File: config.mk
export PLATFORM = sky130hd
export DESIGN_NAME = if_fetch
export DESIGN_NICKNAME = d
export VERILOG_FILES = /design/src/rtl/if_fetch.sv
export SDC_FILE = /design/constraint.sdc
export NUM_CORES = 1
export LEC_CHECK = 0
export CAP_MARGIN = 15
export CORE_MARGIN = 2
export CORE_UTILIZATION = 40
export DETAILED_ROUTE_END_ITERATION = 12
export PLACE_DENSITY_LB_ADDON = 0.3
export SYNTH_ARGS = -nofsm -noshare
export SYNTH_HDL_FRONTEND = slang
export SYNTH_SLANG_ARGS = --single-unit
File: constraint.sdc
create_clock -name clk -period 4.9 [get_ports clk]
set_input_delay 0.49 -clock clk [delete_from_list [all_inputs] [get_ports clk]]
set_output_delay 0.49 -clock clk [all_outputs]
set_load 0.1 [all_outputs]
File: src/rtl/if_fetch.sv
// Instruction-fetch front end: owns the PC, drives the combinational ROM port
// and captures the fetched word into the IF/ID register.
module if_fetch #(
  parameter logic [31:0] RESET_PC = 32'h0000_0000,
  parameter int          ADDR_W   = 32,
  parameter int          INST_W   = 32
) (
  input  logic              clk,
  input  logic              rst,
  input  logic [2:0]        stall_i,
  input  logic              flush_i,
  input  logic [ADDR_W-1:0] new_pc_i,
  input  logic              branch_flag_i,
  input  logic [ADDR_W-1:0] branch_target_i,
  output logic              rom_ce_o,
  output logic [ADDR_W-1:0] rom_addr_o,
  input  logic [INST_W-1:0] rom_inst_i,
  output logic [ADDR_W-1:0] id_pc_o,
  output logic [INST_W-1:0] id_inst_o,
  output logic              id_valid_o,
  output logic [31:0]       fetch_cnt_o
);

  localparam logic [ADDR_W-1:0] PC_RST = ADDR_W'(RESET_PC);

  logic [ADDR_W-1:0] pc;
  logic              id_bubble;
  logic              id_hold;

  assign rom_addr_o = pc;

  // Chip enable comes up one edge after reset release, so the first fetch
  // uses RESET_PC on the following cycle.
  always_ff @(posedge clk or posedge rst) begin
    if (rst) rom_ce_o <= 1'b0;
    else     rom_ce_o <= 1'b1;
  end

  always_ff @(posedge clk or posedge rst) begin
    if (rst)                pc <= PC_RST;
    else if (!rom_ce_o)     pc <= PC_RST;
    else if (flush_i)       pc <= {new_pc_i[ADDR_W-1:2], 2'b00};
    else if (stall_i[0])    pc <= pc;
    else if (branch_flag_i) pc <= {branch_target_i[ADDR_W-1:2], 2'b00};
    else                    pc <= pc + ADDR_W'(4);
  end

  // Flush beats every stall; a taken branch kills the sequential wrong-path word.
  always_comb begin
    id_bubble = 1'b0;
    id_hold   = 1'b0;
    if (flush_i)                       id_bubble = 1'b1;
    else if (stall_i[1] && !stall_i[2]) id_bubble = 1'b1;
    else if (stall_i[1] && stall_i[2])  id_hold   = 1'b1;
    else if (branch_flag_i)            id_bubble = 1'b1;
    else if (!rom_ce_o)                id_bubble = 1'b1;
  end

  always_ff @(posedge clk or posedge rst) begin
    if (rst) begin
      id_pc_o     <= '0;
      id_inst_o   <= '0;
      id_valid_o  <= 1'b0;
      fetch_cnt_o <= '0;
    end else if (id_bubble) begin
      id_pc_o    <= '0;
      id_inst_o  <= '0;
      id_valid_o <= 1'b0;
    end else if (!id_hold) begin
      id_pc_o     <= pc;
      id_inst_o   <= rom_inst_i;
      id_valid_o  <= 1'b1;
      fetch_cnt_o <= fetch_cnt_o + 32'd1;
    end
  end

endmodule

==> results of run 1 <==
[area by class of cell]
type | count | area, um^2
Fill cell | 1200 | 6000
Sequential cell | 126 | 3150
Clock inverter | 14 | 191
Multi-Input combinational cell | 420 | 2740
Timing Repair Buffer | 231 | 2290
Tap cell | 188 | 235
Clock buffer | 18 | 439
Inverter | 12 | 50.0
[through the flow]
stage	area, um^2	utilization, %	cells
3_3_place_gp	8460	56.1	977
6_report	9090	60.3	1009
2_1_floorplan	6120	-	604
4_1_cts	9090	60.3	1009
3_5_place_dp	8460	56.1	977
5_1_grt	9090	60.3	1009
[worst max-delay path, delay by kind of cell]
family	cells	cell delay, ns
and+or+nand+nor	1	0.60
buffers and inverters	4	1.86
AOI/OAI and AO/OA	1	0.24
[cell usage after synthesis (4+ instances only)]
| cell | n |
|---|---|
| a211o_1 | 4 |
| nand4_1 | 12 |
| o211ai_1 | 6 |
| a22oi_1 | 7 |
| buf_2 | 4 |
| nor2_1 | 28 |
| nand3_1 | 29 |
| o21ai_0 | 38 |
| xor2_1 | 6 |
| nand2_1 | 56 |
| a21oi_1 | 20 |
| and3_1 | 10 |
| nor4_1 | 9 |
| clkbuf_1 | 34 |
| dfrtp_1 | 126 |
| buf_4 | 4 |
| a22o_1 | 66 |
| inv_1 | 12 |
| and2_1 | 10 |
| nor2b_1 | 5 |
| o31ai_1 | 5 |
| xnor2_1 | 30 |
| and4_1 | 9 |
| nor3_1 | 13 |
[logic make-up after synthesis]
logic type,after synthesis
fa+ha+maj,2
xor+xnor,36
simple gates,194
compound gates,179
mux,4
other cells,2
flops,126
buf+inv,58
[registers in the layout (all words and copies together), names as in the netlist]
name,cells
fetch_cnt_o,32
id_inst_o,32
id_pc_o,30
id_valid_o,1
rom_addr_o,30
rom_ce_o,1
[placed cells by master, fill, tap and decap left out, types with 3 or more instances in the layout]
cell type        netlist  routed
dfrtp_1              126     126
clkbuf_16              0      17
nand2_1               56      56
nor2b_1                5       5
nor3b_1                3       3
a211oi_1               3       3
clkinv_2               0       3
o31a_1                 3       3
xor2_1                 6       6
a211o_1                4       4
nand2b_1               3       3
o22ai_1                3       3
o211ai_1               6       6
mux2i_1                3       3
buf_4                  4       7
nand4_1               12      12
nor4_1                 9       9
and4_1                 9       9
a22o_1                66      66
and2_1                10      10
inv_1                 12      11
xnor2_1               30      30
clkinvlp_4             0       4
o21bai_1               3       3
nor3_1                13      13
nor2_1                28      28
bufinv_16              0       4
o21ai_0               38      38
clkdlybuf4s50_1        0     223
o31ai_1                5       5
a22oi_1                7       7
a2bb2oi_1              3       3
and3_1                10       9
nand3_1               29      29
a21oi_1               20      20
conb_1                 2       5
[power breakdown]
part | switching, mW | total (mW) | internal [mW] | leakage, nW
logic | 0.475 | 0.678 | 0.203 | 1.82
clock network | 0.472 | 1.34 | 0.864 | 0.298
registers | 0.0658 | 1.15 | 1.08 | 1.72
[worst max path at each step]
| stage | slack, ns | cells after the start | start | endpoint |
|---|---|---|---|---|
| after floorplan | 1.05 | 1 | rst | fetch_cnt_o[0] |
| final | 2.03 | 6 | flush_i | id_inst_o[13] |
| after global routing | 1.90 | 6 | flush_i | id_inst_o[25] |
| after detailed placement | 1.62 | 6 | flush_i | id_inst_o[8] |
| after CTS | 2.06 | 6 | flush_i | id_inst_o[25] |
| after global placement | 1.71 | 6 | flush_i | id_pc_o[29] |
[layer usage]
layer / routed length (um) / global-route usage (%) / part of all wire [%]
met1: 7950 / 29.4 / 43
met2: 8810 / 36.1 / 47
met3: 1480 / 6.70 / 7.9
met4: 421 / 8.73 / 2.3
met5: 0 / 0 / 0
==> results_dict.tcl, run 1 <==
set metrics [dict create \
    outcome "finished clean" \
    cts.path.max_buffers 2 \
    synthAdderAreaFrac_pct 0.409 \
    fp.dieW_um 128 \
    synthMuxAreaShare_pct 0.676 \
    routed_via_density 5.72 \
    htreeDepth 4 \
    min_from "id_valid_o" \
    setup_viol_count_final 0 \
    max_stage_delay_ns 0.62 \
    drt_iter0_drc 497 \
    critPathArrivalTime_ns 3.22 \
    synthFlopType "dfrtp_1" \
    reg2reg_slack_ns 2.16 \
    grt_max_degree 82 \
    grt_pass1_wl_mm 29.3 \
    maxSlewHeadroom_pct 30.3 \
    overflow 0 \
    holdPathEnd "id_valid_o" \
    clock_latency_ns 0.42 \
    peakVddDrop_mv 0.227 \
    core_area_mm2 0.0151 \
    p_leak_nw 3.84 \
    timing.final.ws_setup_ns 2.03 \
    synth.top_cell.area_share_pct 51.6 \
    synth_seq_area_share_pct 51.6 \
    antenna_found_initial 0 \
    preCtsSetupSlack_ns 1.62 \
    synthDistinctLibCells 55 \
    tns_ns 0 \
    rsz0062_at_grt "false" \
    ios 233 \
    skew_ns 0.0102 \
    maxSlewViolCount 0 \
    final_hold_viol_count 0 \
    period_needed_ns 2.87 \
    max_cap_viol_count 0 \
    vias 5774 \
    synth_compound_area_share_pct 21.6 \
    antennaDiodeCount 0 \
    drc 0 \
    synth-simple-area-share_pct 16.4 \
    path_class "in -> reg" \
    flow.area_growth_from_synthesis_pct 48.8 \
    post_cts_buffers 0 \
    synthCells 601 \
    grt_use_total_pct 22.7 \
    critPathSlowestCell "inv_1" \
    synth_top_cell_by_area "dfrtp_1" \
    first_pass_iters 6 \
    die_area_mm2 0.0163 \
    dp_hpwl_mm 12.7 \
    start_util_pct 40.5 \
    layout-drive-gt1-share_pct 5.97 \
    fp-row-count 45 \
    synth_top_family_by_area "compound AO/OA/AOI/OAI gates" \
    numCtsBuffers 17 \
    synth_xor_area_share_pct 5.16 \
    end_kind "register" \
    reg2reg_depth 6 \
    critPathLaunchType "primary input" \
    crit_fanout 46 \
    netlist_area_mm2 0.00611 \
    crit_chain "clkdlybuf4s50_1 -> buf_4 -> inv_1 -> and3_2 -> buf_4 -> a22o_1" \
    place_congestion 0.813 \
    clkTransAtPathRegs_ns 0.06 \
    fp.dieH_um 128 \
    detail-route-antenna-nets 0 \
    total_power_mw 3.16 \
    yosys_register_bits 126 \
    cp.required_ns 5.25 \
    first_global_vias 5738 \
    max_freq_mhz 348 \
    clock_tree.root_cell "clkbuf_16" \
    yosysWarnings 0 \
    cts_hold_buf 0 \
    power.density_mw_per_mm2 348 \
    cp_common_cell "buf_4" \
    synthTopCellsByArea "dfrtp_1, a22o_1, xnor2_1" \
    hold_ws_ns 0.484 \
    portBuffers 224 \
    fin_crit_sh_pct 58.7 \
    cts_resized 0 \
    worstMarginPinSlew_ns 1.04 \
    synth_edf_count 0 \
    wl_per_cell_um 18.5 \
    cts_tree "built" \
    rr_startpoint "rom_addr_o[2]" \
    hold_path.class "reg -> reg" \
    synthArstFlopShare_pct 100 \
    whs_path_depth 1 \
    clkSinkCount 126 \
    fin_nets 913 \
    syn_avg_cell_area_um2 10.2 \
    worstReg2RegEnd "rom_addr_o[14]" \
    drt-total-wl_mm 18.7 \
]
Power figures use the tool's default switching activity.
==> inputs of run 2 (changes only) <==
==> constraint.sdc (replaced) <==
create_clock -name clk -period 2.8 [get_ports clk]
set_input_delay 0.28 -clock clk [delete_from_list [all_inputs] [get_ports clk]]
set_output_delay 0.28 -clock clk [all_outputs]
set_load 0.1 [all_outputs]
==> run 2 against run 1 <==
Compared with the run above: register-to-register slack worse by 1.7 ns; clock skew is 0.0014 ns higher; first-iteration DRC count is 6.4% lower.
==> results_dict.tcl, run 2 (synthesis gave the netlist of run 1 again) <==
set metrics [dict create \
    clockPowerShare_pct 42.2 \
    reg2reg_slack_ns 0.50 \
    critPathTopFamily "simple AND/OR/NAND/NOR gates" \
    fp.dieW_um 128 \
    htreeDepth 4 \
    overflow 0 \
    cts_hold_buf 0 \
    cts_tree "built" \
    grt_max_degree 127 \
    crit_fanout 9 \
    start_util_pct 40.5 \
    fp.dieH_um 128 \
    worstReg2RegEnd "rom_addr_o[25]" \
    rr_startpoint "rom_addr_o[7]" \
    outcome "finished clean" \
    design_area_mm2 0.00886 \
    crit_chain "and4_1 -> nand4_1 -> buf_4 -> nor4_1 -> o21ai_0 -> a211o_1" \
    antennaDiodeCount 0 \
    post_cts_buffers 0 \
    layout-drive-gt1-share_pct 21.8 \
    place_congestion 0.856 \
    whs_path_depth 5 \
    routed_via_density 5.74 \
    final_common_cell "buf_4" \
    critPathSlowestCell "dfrtp_1" \
    ios 233 \
    fin_nets 922 \
    grt_pass1_wl_mm 29.8 \
    final_hold_viol_count 0 \
    max_stage_delay_ns 0.49 \
    tns_ns 0 \
    clock_tree.root_cell "clkbuf_16" \
    p_int_mw 3.77 \
    p_leak_nw 4.12 \
    die_area_mm2 0.0163 \
    drc 0 \
    flow.area_growth_from_synthesis_pct 45.0 \
    first_global_vias 5803 \
    reg2reg_depth 6 \
    clock_latency_ns 0.42 \
    drt_iter0_drc 465 \
    antenna_found_initial 0 \
    path_buf_inv 1 \
    cp.required_ns 3.10 \
    hold_path.class "in -> reg" \
    worstMarginPinSlew_ns 0.689 \
    core_area_mm2 0.0151 \
    peakVddDrop_mv 0.430 \
    max_freq_mhz 435 \
    wl_per_cell_um 18.4 \
    maxSlewHeadroom_pct 54.0 \
    maxSlewViolCount 0 \
    power.density_mw_per_mm2 623 \
    clkSinkCount 126 \
    reg.largest.list "fetch_cnt_o (32), id_inst_o (32)" \
    swShare_pct 31.8 \
    cts.path.max_buffers 2 \
    final_cell_mix "buf_4, dfrtp_1, clkdlybuf4s50_1" \
    cts_resized 0 \
    skew_ns 0.0115 \
    grt_use_total_pct 23.3 \
    fp-row-count 45 \
    detail-route-antenna-nets 0 \
    p_seq_share_pct 36.5 \
    vias 5842 \
    dpl-instance-area_mm2 0.00824 \
    end_kind "register" \
    portBuffers 224 \
    drt-total-wl_mm 18.8 \
    max_cap_viol_count 0 \
    numCtsBuffers 17 \
    critPathLaunchType "register" \
    critPathArrivalTime_ns 2.61 \
    holdPathEnd "rom_addr_o[14]" \
    p_switching_mw 1.76 \
    fin_crit_sh_pct 82.2 \
    path_class "reg -> reg" \
    period_needed_ns 2.30 \
    rsz0062_at_grt "false" \
    combPwrFrac_pct 21.3 \
    setup_viol_count_final 0 \
    clkTransAtPathRegs_ns 0.06 \
    first_pass_iters 6 \
    min_from "stall_i[0]" \
    dp_hpwl_mm 13.0 \
]
==> run 2: changes by cell type in the layout (fill, tap and decap cells not counted), sizes merged <==
cell,previous run,this run
inv,13,11
clkinv,5,3
clkdlybuf4s50,223,97
clkbuf,18,22
buf,8,143
==> run 2: worst max-delay path by stage <==
stage / startpoint / slack, ns / cells past startpoint / to
2_1_floorplan: rom_addr_o[12] / 0.06 / 7 / rom_addr_o[31]
3_3_place_gp: branch_flag_i / 0.40 / 7 / rom_addr_o[9]
3_5_place_dp: branch_flag_i / 0.34 / 7 / rom_addr_o[9]
4_1_cts: rom_addr_o[7] / 0.59 / 6 / rom_addr_o[25]
5_1_grt: rom_addr_o[7] / 0.42 / 6 / rom_addr_o[25]
6_report: rom_addr_o[7] / 0.50 / 6 / rom_addr_o[25]
==> run 2: layer usage <==
layer,up-vias,share of wire [%],track usage (%)
li1,2646,-,-
met4,0,2.3,9.37
met3,40,8.3,6.32
met5,-,0,0
met1,2864,42,30.4
met2,292,47,37.0
==> run 2: cell type report <==
type                            instances  area [um^2]
Clock buffer                           22          464
Fill cell                            1248         6220
Tap cell                              188          235
Timing Repair Buffer                  240         2070
Multi-Input combinational cell        420         2740
Inverter                               12         48.8
Clock inverter                         10          161
Sequential cell                       126         3150
==> run 2: power by group through the flow <==
stage	Combinational (mW)	Clock [mW]	Sequential (mW)
4_1_cts	1.18	2.37	2.01
6_report	1.18	2.33	2.01
3_5_place_dp	1.18	0	2.04
5_1_grt	1.23	2.46	2.03
2_1_floorplan	0.284	0	2.54
3_3_place_gp	1.16	0	2.03
==> run 2: worst register-to-register path: stages (launching register included) <==
cell     delay, ns
dfrtp_1       0.49
and4_1        0.36
nand4_1       0.21
buf_4         0.22
nor4_1        0.41
o21ai_0       0.19
a211o_1       0.31
==> run 2: metrics by stage <==
step	worst slack, ns	total power [mW]	hold WS, ns	util, %	instances
floorplan	0.0599	2.83	0.413	-	604
global placement	0.397	3.19	0.464	54.6	986
detailed placement	0.343	3.22	0.483	54.6	986
CTS	0.592	5.57	0.377	58.7	1018
global route	0.422	5.72	0.423	58.7	1018
finish	0.499	5.52	0.402	58.7	1018
==> inputs of run 3 (changes only) <==
==> constraint.sdc (replaced) <==
create_clock -name clk -period 1.9 [get_ports clk]
set_input_delay 0.19 -clock clk [delete_from_list [all_inputs] [get_ports clk]]
set_output_delay 0.19 -clock clk [all_outputs]
set_load 0.1 [all_outputs]
==> run 3 against run 2 <==
Compared with the run above: fmax grew 26%; global-route usage increased by 1.5 points; total power increased by 48%; clock skew down 0.0034 ns; count of clock-buffer cells in the layout shrank 1; hold slack got worse by 0.25 ns; utilization is 5.2 points higher; setup slack got worse by 0.42 ns; critical endpoint is now rom_addr_o[31]; largest cell class unchanged; largest power group unchanged; highest routed layer unchanged.
==> results_dict.tcl, run 3 (synthesis gave the netlist of run 1 again) <==
set metrics [dict create \
    outcome "finished clean" \
    cts_tree "built" \
    path_class "reg -> reg" \
    first_pass_iters 7 \
    die_area_mm2 0.0163 \
    peakVddDrop_mv 0.645 \
    start_util_pct 40.5 \
    fp.dieH_um 128 \
    max_cap_viol_count 0 \
    detail-route-antenna-nets 0 \
    maxSlewViolCount 0 \
    flow.area_growth_from_synthesis_pct 57.9 \
    p_leak_nw 4.46 \
    max_freq_mhz 549 \
    reg2reg_depth 5 \
    power.density_mw_per_mm2 847 \
    setup_viol_count_final 0 \
    worstMarginPinSlew_ns 0.648 \
    critPathLaunchType "register" \
    drt-total-wl_mm 19.6 \
    portBuffers 224 \
    numCtsBuffers 17 \
    antenna_found_initial 0 \
    grt_max_degree 64 \
    htreeDepth 4 \
    rr_startpoint "rom_addr_o[15]" \
    first_global_vias 6010 \
    crit_fanout 10 \
    critPathSlowestCell "or4_4" \
    drc 0 \
    hold_ws_ns 0.150 \
    clock_tree.root_cell "clkbuf_16" \
    dp_hpwl_mm 14.5 \
    cp.required_ns 2.25 \
    critPathLaunch "rom_addr_o[15]" \
    wl_per_cell_um 18.3 \
    grt_pass1_wl_mm 31.8 \
    layout-drive-gt1-share_pct 36.2 \
    cts.path.max_buffers 2 \
    fin_crit_sh_pct 95.9 \
    routed_via_density 5.57 \
    ios 233 \
    clkSinkCount 126 \
    clkTransAtPathRegs_ns 0.06 \
    timing.final.ws_setup_ns 0.0781 \
    end_kind "register" \
    hold_path.class "in -> async" \
    preCtsSetupSlack_ns -0.247 \
    core_area_mm2 0.0151 \
    max_stage_delay_ns 0.62 \
    antennaDiodeCount 0 \
    reg.largest.list "fetch_cnt_o (32), id_inst_o (32)" \
    fp-row-count 45 \
    final_cell_mix "buf_4, clkdlybuf4s50_1, dfrtp_1" \
    fp.dieW_um 128 \
    place_congestion 0.893 \
    period_needed_ns 1.82 \
    final_hold_viol_count 0 \
    drt_iter0_drc 464 \
    critPathArrivalTime_ns 2.18 \
    grt_use_total_pct 24.8 \
    overflow 0 \
    maxSlewHeadroom_pct 56.8 \
    vias 5961 \
    crit_chain "nand4_1 -> or4_4 -> or2_4 -> o41ai_2 -> a22o_1" \
    final_common_cell "buf_4" \
    skew_ns 0.00811 \
    clock_latency_ns 0.41 \
    rsz0062_at_grt "true" \
    fin_nets 974 \
]
-- run 3: cell types whose count changed in the layout (fill, tap and decap cells not counted), sizes merged --
cell / before / now
bufinv: 4 / 2
inv: 11 / 13
clkinvlp: 4 / 5
buf: 143 / 195
clkbuf: 22 / 21
-- run 3: cell type report --
class / count / area (um^2)
fill: 1218 / 5440
sequential: 126 / 3210
multi-input combinational: 420 / 2980
timing repair buffer: 292 / 2560
clock buffer: 21 / 480
tap: 188 / 235
clock inverter: 11 / 130
inverter: 12 / 48.8
-- run 3: through the flow --
stage	area, um^2	utilization, %	total power [mW]	TNS, ns	std cells
finish	9650	63.9	8.17	0	1070
global route	9650	63.9	8.46	-0.0484	1070
CTS	9630	63.8	8.24	0	1069
detailed placement	9020	59.8	4.90	-13.69	1037
global placement	9020	59.8	4.87	-11.83	1037
floorplan	6490	-	4.20	-5.30	604
-- run 3: worst max-delay path: cells and delay by family (launching register included) --
kind / cells / cell delay, ns
compound gates: 2 / 0.35
simple gates: 3 / 1.05
flops: 1 / 0.36
-- run 3: path summary, 6_finish.rpt --
path,end,slack [ns]
min,id_pc_o[23],0.15
min in group clk,rom_addr_o[14],0.27
max reg2reg,rom_addr_o[31],0.08
max,rom_addr_o[31],0.08
max in group asynchronous,rom_addr_o[22],1.16
min reg2reg,fetch_cnt_o[25],0.47
-- run 3: report_power, final --
| group | leakage [nW] | switching (mW) | total, mW | internal (mW) |
|---|---|---|---|---|
| clock | 0.288 | 1.23 | 3.31 | 2.08 |
| sequential | 1.65 | 0.132 | 2.94 | 2.81 |
| combinational | 2.52 | 1.32 | 1.92 | 0.599 |
-- run 3: layer usage --
layer  GRT usage, %  share of wire, %  wire (um)
met2           39.9                48       9450
met4           8.08               1.2        245
met5              0                 0          0
met3           5.36               6.3       1240
met1           33.7                44       8700
-- run 3: what timing repair did --
item,4_1_cts,5_1_grt
setup buffers,0,1
resized for setup,0,2
hold buffers,0,0
hold endpoints to repair,0,0
endpoints found under the setup margin,0,7
